$ cat src/rtl/rv32i_pkg.sv
// RV32I definitions shared by fetch and decode: instruction formats, base opcodes, canonical NOP.
package rv32i_pkg;

    typedef enum logic [2:0] {
        FMT_R,
        FMT_I,
        FMT_S,
        FMT_B,
        FMT_U,
        FMT_J
    } fmt_e;

    localparam logic [6:0] OP_OP     = 7'b0110011;
    localparam logic [6:0] OP_IMM    = 7'b0010011;
    localparam logic [6:0] OP_LOAD   = 7'b0000011;
    localparam logic [6:0] OP_JALR   = 7'b1100111;
    localparam logic [6:0] OP_SYSTEM = 7'b1110011;
    localparam logic [6:0] OP_STORE  = 7'b0100011;
    localparam logic [6:0] OP_BRANCH = 7'b1100011;
    localparam logic [6:0] OP_LUI    = 7'b0110111;
    localparam logic [6:0] OP_AUIPC  = 7'b0010111;
    localparam logic [6:0] OP_JAL    = 7'b1101111;

    // addi x0, x0, 0
    localparam logic [31:0] NOP = 32'h00000013;

endpackage

$ cat src/rtl/imm_gen.sv
// Combinational RV32I format classifier and immediate extractor.
module imm_gen
    import rv32i_pkg::*;
(
    input  logic [31:0] insn,
    output logic [31:0] imm,
    output fmt_e        fmt,
    output logic        illegal
);

    always_comb begin
        imm     = '0;
        fmt     = FMT_R;
        illegal = 1'b0;
        case (insn[6:0])
            OP_OP: fmt = FMT_R;
            OP_IMM, OP_LOAD, OP_JALR, OP_SYSTEM: begin
                fmt = FMT_I;
                imm = {{20{insn[31]}}, insn[31:20]};
            end
            OP_STORE: begin
                fmt = FMT_S;
                imm = {{20{insn[31]}}, insn[31:25], insn[11:7]};
            end
            OP_BRANCH: begin
                fmt = FMT_B;
                imm = {{19{insn[31]}}, insn[31], insn[7], insn[30:25], insn[11:8], 1'b0};
            end
            OP_LUI, OP_AUIPC: begin
                fmt = FMT_U;
                imm = {insn[31:12], 12'b0};
            end
            OP_JAL: begin
                fmt = FMT_J;
                imm = {{11{insn[31]}}, insn[31], insn[19:12], insn[20], insn[30:21], 1'b0};
            end
            default: illegal = 1'b1;
        endcase
        // Compressed encodings are not supported.
        if (insn[1:0] != 2'b11)
            illegal = 1'b1;
    end

endmodule

$ cat src/rtl/decode.sv
// Decode stage: output register plus one skid entry so ready_o stays a pure flop output.
module decode
    import rv32i_pkg::*;
#(
    parameter int                 DWIDTH   = 32,
    parameter int                 AWIDTH   = 32,
    parameter logic [AWIDTH-1:0]  BASEADDR = AWIDTH'(32'h01000000)
) (
    input  logic              clk,
    input  logic              rst,
    input  logic [AWIDTH-1:0] pc_i,
    input  logic [DWIDTH-1:0] insn_i,
    input  logic              valid_i,
    output logic              ready_o,
    input  logic              flush_i,
    output logic              valid_o,
    input  logic              ready_i,
    output logic [AWIDTH-1:0] pc_o,
    output logic [DWIDTH-1:0] insn_o,
    output logic [6:0]        opcode_o,
    output logic [4:0]        rd_o,
    output logic [4:0]        rs1_o,
    output logic [4:0]        rs2_o,
    output logic [2:0]        funct3_o,
    output logic [6:0]        funct7_o,
    output logic [31:0]       imm_o,
    output fmt_e              fmt_o,
    output logic              illegal_o
);

    typedef enum logic [1:0] {
        EMPTY,
        ONE,
        TWO
    } state_e;

    state_e            state_q, state_n;
    logic              ready_q;
    logic [AWIDTH-1:0] skid_pc;
    logic [DWIDTH-1:0] skid_insn;
    logic              in_xfer, out_xfer;
    logic              load_out, load_skid, skid_to_out;

    assign valid_o  = (state_q != EMPTY);
    assign ready_o  = ready_q;
    assign in_xfer  = valid_i && ready_q;
    assign out_xfer = valid_o && ready_i;

    always_comb begin
        state_n     = state_q;
        load_out    = 1'b0;
        load_skid   = 1'b0;
        skid_to_out = 1'b0;
        if (flush_i) begin
            state_n = EMPTY;
        end else begin
            case (state_q)
                EMPTY: if (in_xfer) begin
                    state_n  = ONE;
                    load_out = 1'b1;
                end
                ONE: begin
                    if (in_xfer && out_xfer) begin
                        load_out = 1'b1;
                    end else if (in_xfer) begin
                        state_n   = TWO;
                        load_skid = 1'b1;
                    end else if (out_xfer) begin
                        state_n = EMPTY;
                    end
                end
                TWO: if (out_xfer) begin
                    state_n     = ONE;
                    skid_to_out = 1'b1;
                end
                default: state_n = EMPTY;
            endcase
        end
    end

    // ready_o is registered from the next state, so it never depends on ready_i combinationally.
    always_ff @(posedge clk or negedge rst) begin
        if (!rst) begin
            state_q   <= EMPTY;
            ready_q   <= 1'b0;
            pc_o      <= BASEADDR;
            insn_o    <= DWIDTH'(NOP);
            skid_pc   <= '0;
            skid_insn <= '0;
        end else begin
            state_q <= state_n;
            ready_q <= (state_n != TWO);
            if (load_out) begin
                pc_o   <= pc_i;
                insn_o <= insn_i;
            end else if (skid_to_out) begin
                pc_o   <= skid_pc;
                insn_o <= skid_insn;
            end
            if (load_skid) begin
                skid_pc   <= pc_i;
                skid_insn <= insn_i;
            end
        end
    end

    assign opcode_o = insn_o[6:0];
    assign rd_o     = insn_o[11:7];
    assign funct3_o = insn_o[14:12];
    assign rs1_o    = insn_o[19:15];
    assign rs2_o    = insn_o[24:20];
    assign funct7_o = insn_o[31:25];

    imm_gen u_imm_gen (
        .insn    (insn_o[31:0]),
        .imm     (imm_o),
        .fmt     (fmt_o),
        .illegal (illegal_o)
    );

endmodule

$ cat config.mk
export PLATFORM = sky130hd
export DESIGN_NAME = decode
export DESIGN_NICKNAME = d
export VERILOG_FILES = /design/src/rtl/rv32i_pkg.sv /design/src/rtl/imm_gen.sv /design/src/rtl/decode.sv
export SDC_FILE = /design/constraint.sdc
export NUM_CORES = 1
export LEC_CHECK = 0
export BUFFER_PORTS_ARGS = -buffer_cell sky130_fd_sc_hd__buf_4
export CORE_UTILIZATION = 30
export DETAILED_ROUTE_END_ITERATION = 16
export PLACE_DENSITY_LB_ADDON = 0.2
export SYNTH_ARGS = -nofsm -noshare
export SYNTH_HDL_FRONTEND = slang
export SYNTH_SLANG_ARGS = --single-unit
$ cat constraint.sdc
create_clock -name clk -period 2.3 [get_ports clk]
set_input_delay 0 -clock clk [delete_from_list [all_inputs] [get_ports clk]]
set_output_delay 0 -clock clk [all_outputs]
set_load 0.005 [all_outputs]
**After elaboration in Yosys (flattened, before gate mapping)**

Cells that the tools add are included.

- Multiplexer cells: 25
- Equality and inequality tests: 14
- Reductions and logical operators: 9

Operators by type and width:

| cell | number |
|---|---|
| $pmux W32 S5 | 1 |
| $mux W32 | 4 |
| $eq A7 B7 Y1 const B | 4 |
| $eq A7 B6 Y1 const B | 3 |
| $pmux W3 S5 | 1 |
| $eq A7 B5 Y1 const B | 2 |
| $mux W2 | 6 |
| $mux W1 | 11 |
| $reduce_or A10 Y1 | 1 |
| $eq A7 B2 Y1 const B | 1 |
| $pmux W2 S3 | 1 |
| $ne A2 B2 Y1 const B | 2 |
| $reduce_bool A2 Y1 | 2 |
| $reduce_or A4 Y1 | 1 |
| $logic_and A1 B1 Y1 | 3 |
| $eq A2 B1 Y1 const B | 1 |
| $eq A2 B2 Y1 const B | 1 |
| $logic_not A2 Y1 | 1 |
| $pmux W1 S2 | 1 |
| $reduce_or A2 Y1 | 1 |

- Register bits after elaboration: 131
- Word-level logic and storage cells: 54

**Logic depth before layout (Yosys ltp)**

- Depth in word-level cells: 8
- Mapped depth: 6
- Gate-level depth less buffers: 4

**Modules after synthesis**

A second synthesis with hierarchy kept.

- Cells, all modules: 479
- Area total of the unflattened synthesis: 6,592.6 um2

Modules (own cells, without submodules):

| module | cells an instance | area each (um2) | sequential area each (um2) | instances |
|---|---|---|---|---|
| decode | 394 | 5,975.7 | 3,283.1 | 1 |
| imm_gen | 85 | 616.8 | 0.0 | 1 |

**Least setup slack after synthesis**

No wires, ideal clock.

- Kind: register -> register
- From: register ready_q (netlist: ready_o)
- To: register skid_insn[13]
- Arrival time: 1.497 ns
- Buffers on the path: 2
- Path slack: 0.678 ns
- Cell stages (with the launch flop): 6
- Setup time: 0.125 ns
- Cells stage by stage: dfrtp_1 -> nand2_1 -> or4_4 -> buf_6 -> buf_6 -> mux2_4

- Cells in the longest elaborated chain, start to end: 5
- Elaborated cells on any way between the ends: 6
- Classes of those cells: 4 x mux; 2 x reduce/logical

RTL lines:

| item | line | text |
|---|---|---|
| from (decl) | decode.sv:38 | `logic ready_q;` |
| from (signal assigned) | decode.sv:92 | `ready_q <= (state_n != TWO);` |
| $logic_and A1 B1 Y1 * | decode.sv:46 | `assign in_xfer = valid_i && ready_q;` |
| $mux W1 / $logic_and A1 B1 Y1 (equally long branches) | decode.sv:65, decode.sv:63 |  |
| $mux W1 * | decode.sv:63 | `if (in_xfer && out_xfer) begin` |
| $mux W1 * | decode.sv:57 | `case (state_q)` |
| $mux W1 * | decode.sv:54 | `if (flush_i) begin` |
| to (signal assigned) | decode.sv:102 | `skid_insn <= insn_i;` |
| to (decl) | decode.sv:40 | `logic [DWIDTH-1:0] skid_insn;` |

Every way passes the cells marked *; elsewhere a longest branch is shown, timed or not.
A chain may end at the register's enable or synchronous reset.

**Worst setup path after layout**

- From: register insn_o[4]
- To: output port imm_o[24]

- Cells in the longest elaborated chain, start to end: 3
- Elaborated cells on any way between the ends: 12
- Classes of those cells: 9 x eq/ne; 1 x mux; 2 x reduce/logical

RTL lines:

| item | line | text |
|---|---|---|
| from (decl) | decode.sv:19 | `output logic [DWIDTH-1:0] insn_o,` |
| from (signal assigned) | decode.sv:87 | `insn_o <= DWIDTH'(NOP);` |
| from (signal assigned) | decode.sv:95 | `insn_o <= insn_i;` |
| from (signal assigned) | decode.sv:98 | `insn_o <= skid_insn;` |
| $eq A7 B5 Y1, or another cell as far along | imm_gen.sv:15 | `case (insn[6:0])` |
| $reduce_or A4 Y1 / $reduce_or A2 Y1 (equally long branches) | -- |  |
| $pmux W32 S5 * | imm_gen.sv:15 |  |
| to (decl) | decode.sv:26 | `output logic [31:0] imm_o,` |

Marks and branches as above.

==> reports/results.ini <==
[synthesis]
synth.avg_cell_area_um2 = 11.9
synth_area_um2 = 6430
synth_top_family_by_area = multiplexers
ys_types = 40
yosysSeqAreaShare = 0.511
synth_fa_ha_area_frac = 0
yosys-top-cells-area = dfrtp_1 (49%), mux2_4 (11%), mux2i_1 (10%)
muxShareOfSynthArea = 0.240
synthSimpleGateAreaFrac = 0.0774
synth_edf_count = 0
syn_nets = 611
yosys.cell_count.top_type = dfrtp_1
synth_xor_area_frac = 0.00272
synth_compound_area_frac = 0.0975
synth-async-reset-ratio = 1.00
synth_area_leader_cell = dfrtp_1
synth_flop_cell = dfrtp_1
yosys.area.top_type_share = 0.494
synth_seq_cells = 131
yosys_warnings = 0
ys_top_cells_by_count = dfrtp_1 (127), nor2_1 (72), a21oi_1 (68), mux2i_1 (64), mux2_4 (49)
syn_inst = 542

[grt]
grtUsageMet1 = 0.201
grt_max_degree = 81
grt_use_total = 0.158
grt_pass1_wl_um = 27000
globalRouteOverflowTotal = 0
grt.met3_usage = 0.0405
antenna_found_initial = 0
grt_pass1_vias = 4980
grt_use_met2 = 0.261
grt-busiest-layer = met2

[finish]
syn_to_final_growth_pct = 44.9
fin_nets = 847
finalInstanceArea_um2 = 9310
nFillCells = 1983
drive_gt1_frac = 0.413
n_antenna_cell = 0

[placement]
gp_congestion = 0.782
postPlaceCellArea_um2 = 8010
port_buffers = 202
dp_hpwl_um = 11000

[floorplan]
io-pin-count = 203
coreArea_um2 = 21000
die_height_um = 148
start_util = 0.306
die_w_um = 148
rows = 53
dieArea_um2 = 22000

[run_status]
outcome = finished, final reports clean

[run]
drv_cap = 0

[timing]
period_share = 0.932
finalCriticalPeriod_ns = 2.14
final-setup-viol-count = 0
hold_viol_final = 0
fmax_mhz = 466
final_max_slew_viol_count = 0
setup_tns_ns = 0
slew_headroom = 0.469
skew_ns = 0.00980
tightest_slew_ns = 0.797

[power_and_ir_drop]
vdd_drop_max_uv = 461
cellLeakagePower_nw = 4.43
power.density_nw_per_um2 = 868

[clocking]
post-cts-setup-buffer-count = 0
insertion_delay_ns = 0.42
cts_max_path_buffers = 2
clk_root_buffer_cell = clkbuf_16
cts_sinks = 131
cts-buffers-inserted = 17
tritoncts = yes
cts_max_level = 4
clk_pin_slew_worst_paths_ns = 0.06

[critical_path]
critical_path_required_ns = 2.30
worst-setup-path-type = reg -> out
end_kind = output pin
start_kind = flop
cp_max_fo = 13
cp.arrival_ns = 2.14

[route]
wl_per_cell_um = 15.8
drt_first_pass_iters = 4
vias_per_cell = 4.60
routed_wl_um = 16900
postRouteAntennaNets = 0
drtIter0Drc = 164
vias = 4901
drcViolationCount = 0

[hold_path]
hp-class = in -> async

## timing repair
action / 4_1_cts / 5_1_grt
endpoints found under the hold margin: 207 / 0
hold buffers: 68 / 0
gates resized for setup: 1 / 4
endpoints found under the setup margin: 11 / 20
## layout make-up
type                    instances  area, µm²  area share
flip-flops and latches        131       3280       0.352
multi-input cells             341       2720       0.292
repair buffers                285       2360       0.254
clock buffers                  18        439      0.0472
well taps                     275        344      0.0369
clock inverters                14        154      0.0165
inverters                       2       7.51    0.000806
## per-layer routing
metal / share of wire / wire, µm / vias up
met3: 0.063 / 1060 / 13
li1: - / - / 2348
met2: 0.47 / 7980 / 164
met1: 0.45 / 7650 / 2376
met4: 0.010 / 176 / 0
met5: 0 / 0 / -
## power breakdown
part           total, mW  switching (mW)  internal [mW]
Combinational       2.06           0.747           1.31
Sequential          3.31           0.428           2.88
Clock               2.71            1.08           1.63
## per-stage QoR
step                instances  power, mW   util  setup slack (ns)  hold WS, ns
floorplan                 542       4.40      -             0.678       -0.296
global placement          966       5.24  0.381             0.239        0.102
detailed placement        966       5.31  0.381             0.213        0.115
CTS                      1066       8.17  0.442            0.0425        0.243
global route             1066       8.55  0.443           -0.0352        0.270
finish                   1066       8.08  0.443             0.155        0.196
## layout by cell type, fill, tap and decap left out, types with 3 or more instances in the layout
| master | count |
|---|---|
| dlygate4sd3_1 | 68 |
| a21oi_1 | 68 |
| nor2_1 | 70 |
| clkbuf_16 | 17 |
| mux2i_1 | 64 |
| dfstp_2 | 4 |
| inv_6 | 3 |
| a22o_1 | 4 |
| buf_4 | 212 |
| clkinvlp_4 | 6 |
| buf_12 | 4 |
| mux2_4 | 49 |
| mux2_2 | 15 |
| nor2b_1 | 3 |
| and2_1 | 7 |
| a31oi_1 | 3 |
| a21o_1 | 20 |
| nand2_1 | 7 |
| nand3b_1 | 3 |
| dfrtp_1 | 127 |
## logic make-up (layout without fill, tap and decap cells)
| group | after synthesis | after routing |
|---|---|---|
| flops | 131 | 131 |
| simple gates | 106 | 106 |
| compound gates | 105 | 105 |
| buf+inv | 70 | 319 |
| mux | 128 | 128 |
| xor+xnor | 2 | 2 |
## flip-flops by register name (all words and copies together) (netlist names)
| signal | cells |
|---|---|
| skid_pc | 32 |
| skid_insn | 32 |
| ready_o | 1 |
| pc_o | 32 |
| state_q | 2 |
| insn_o | 32 |
## worst paths after layout
path	startpoint	endpoint	slack [ns]	cells past startpoint
worst max-delay path	insn_o[4]$_DFFE_PN1P_	imm_o[24]	0.16	6
worst min-delay path	rst	skid_insn[8]$_DFFE_PN0P_	0.20	2
worst max register to register	state_q[0]$_DFF_PN0_	insn_o[25]$_DFFE_PN0P_	0.53	5
worst min register to register	skid_pc[31]$_DFFE_PN0P_	skid_pc[31]$_DFFE_PN0P_	0.51	1
max in group asynchronous	rst	insn_o[4]$_DFFE_PN1P_	1.38	3
min in group clk	pc_i[14]	skid_pc[14]$_DFFE_PN0P_	0.36	3
## worst max-delay path: stages, from the launching register on
cell and delay [ns]:
dfstp_2 0.69, nor3b_1 0.34, nand2_1 0.12, nor2_1 0.10
buf_4 0.23, a21o_1 0.16, buf_4 0.11
No activity file was read; power rests on OpenSTA's default activity.
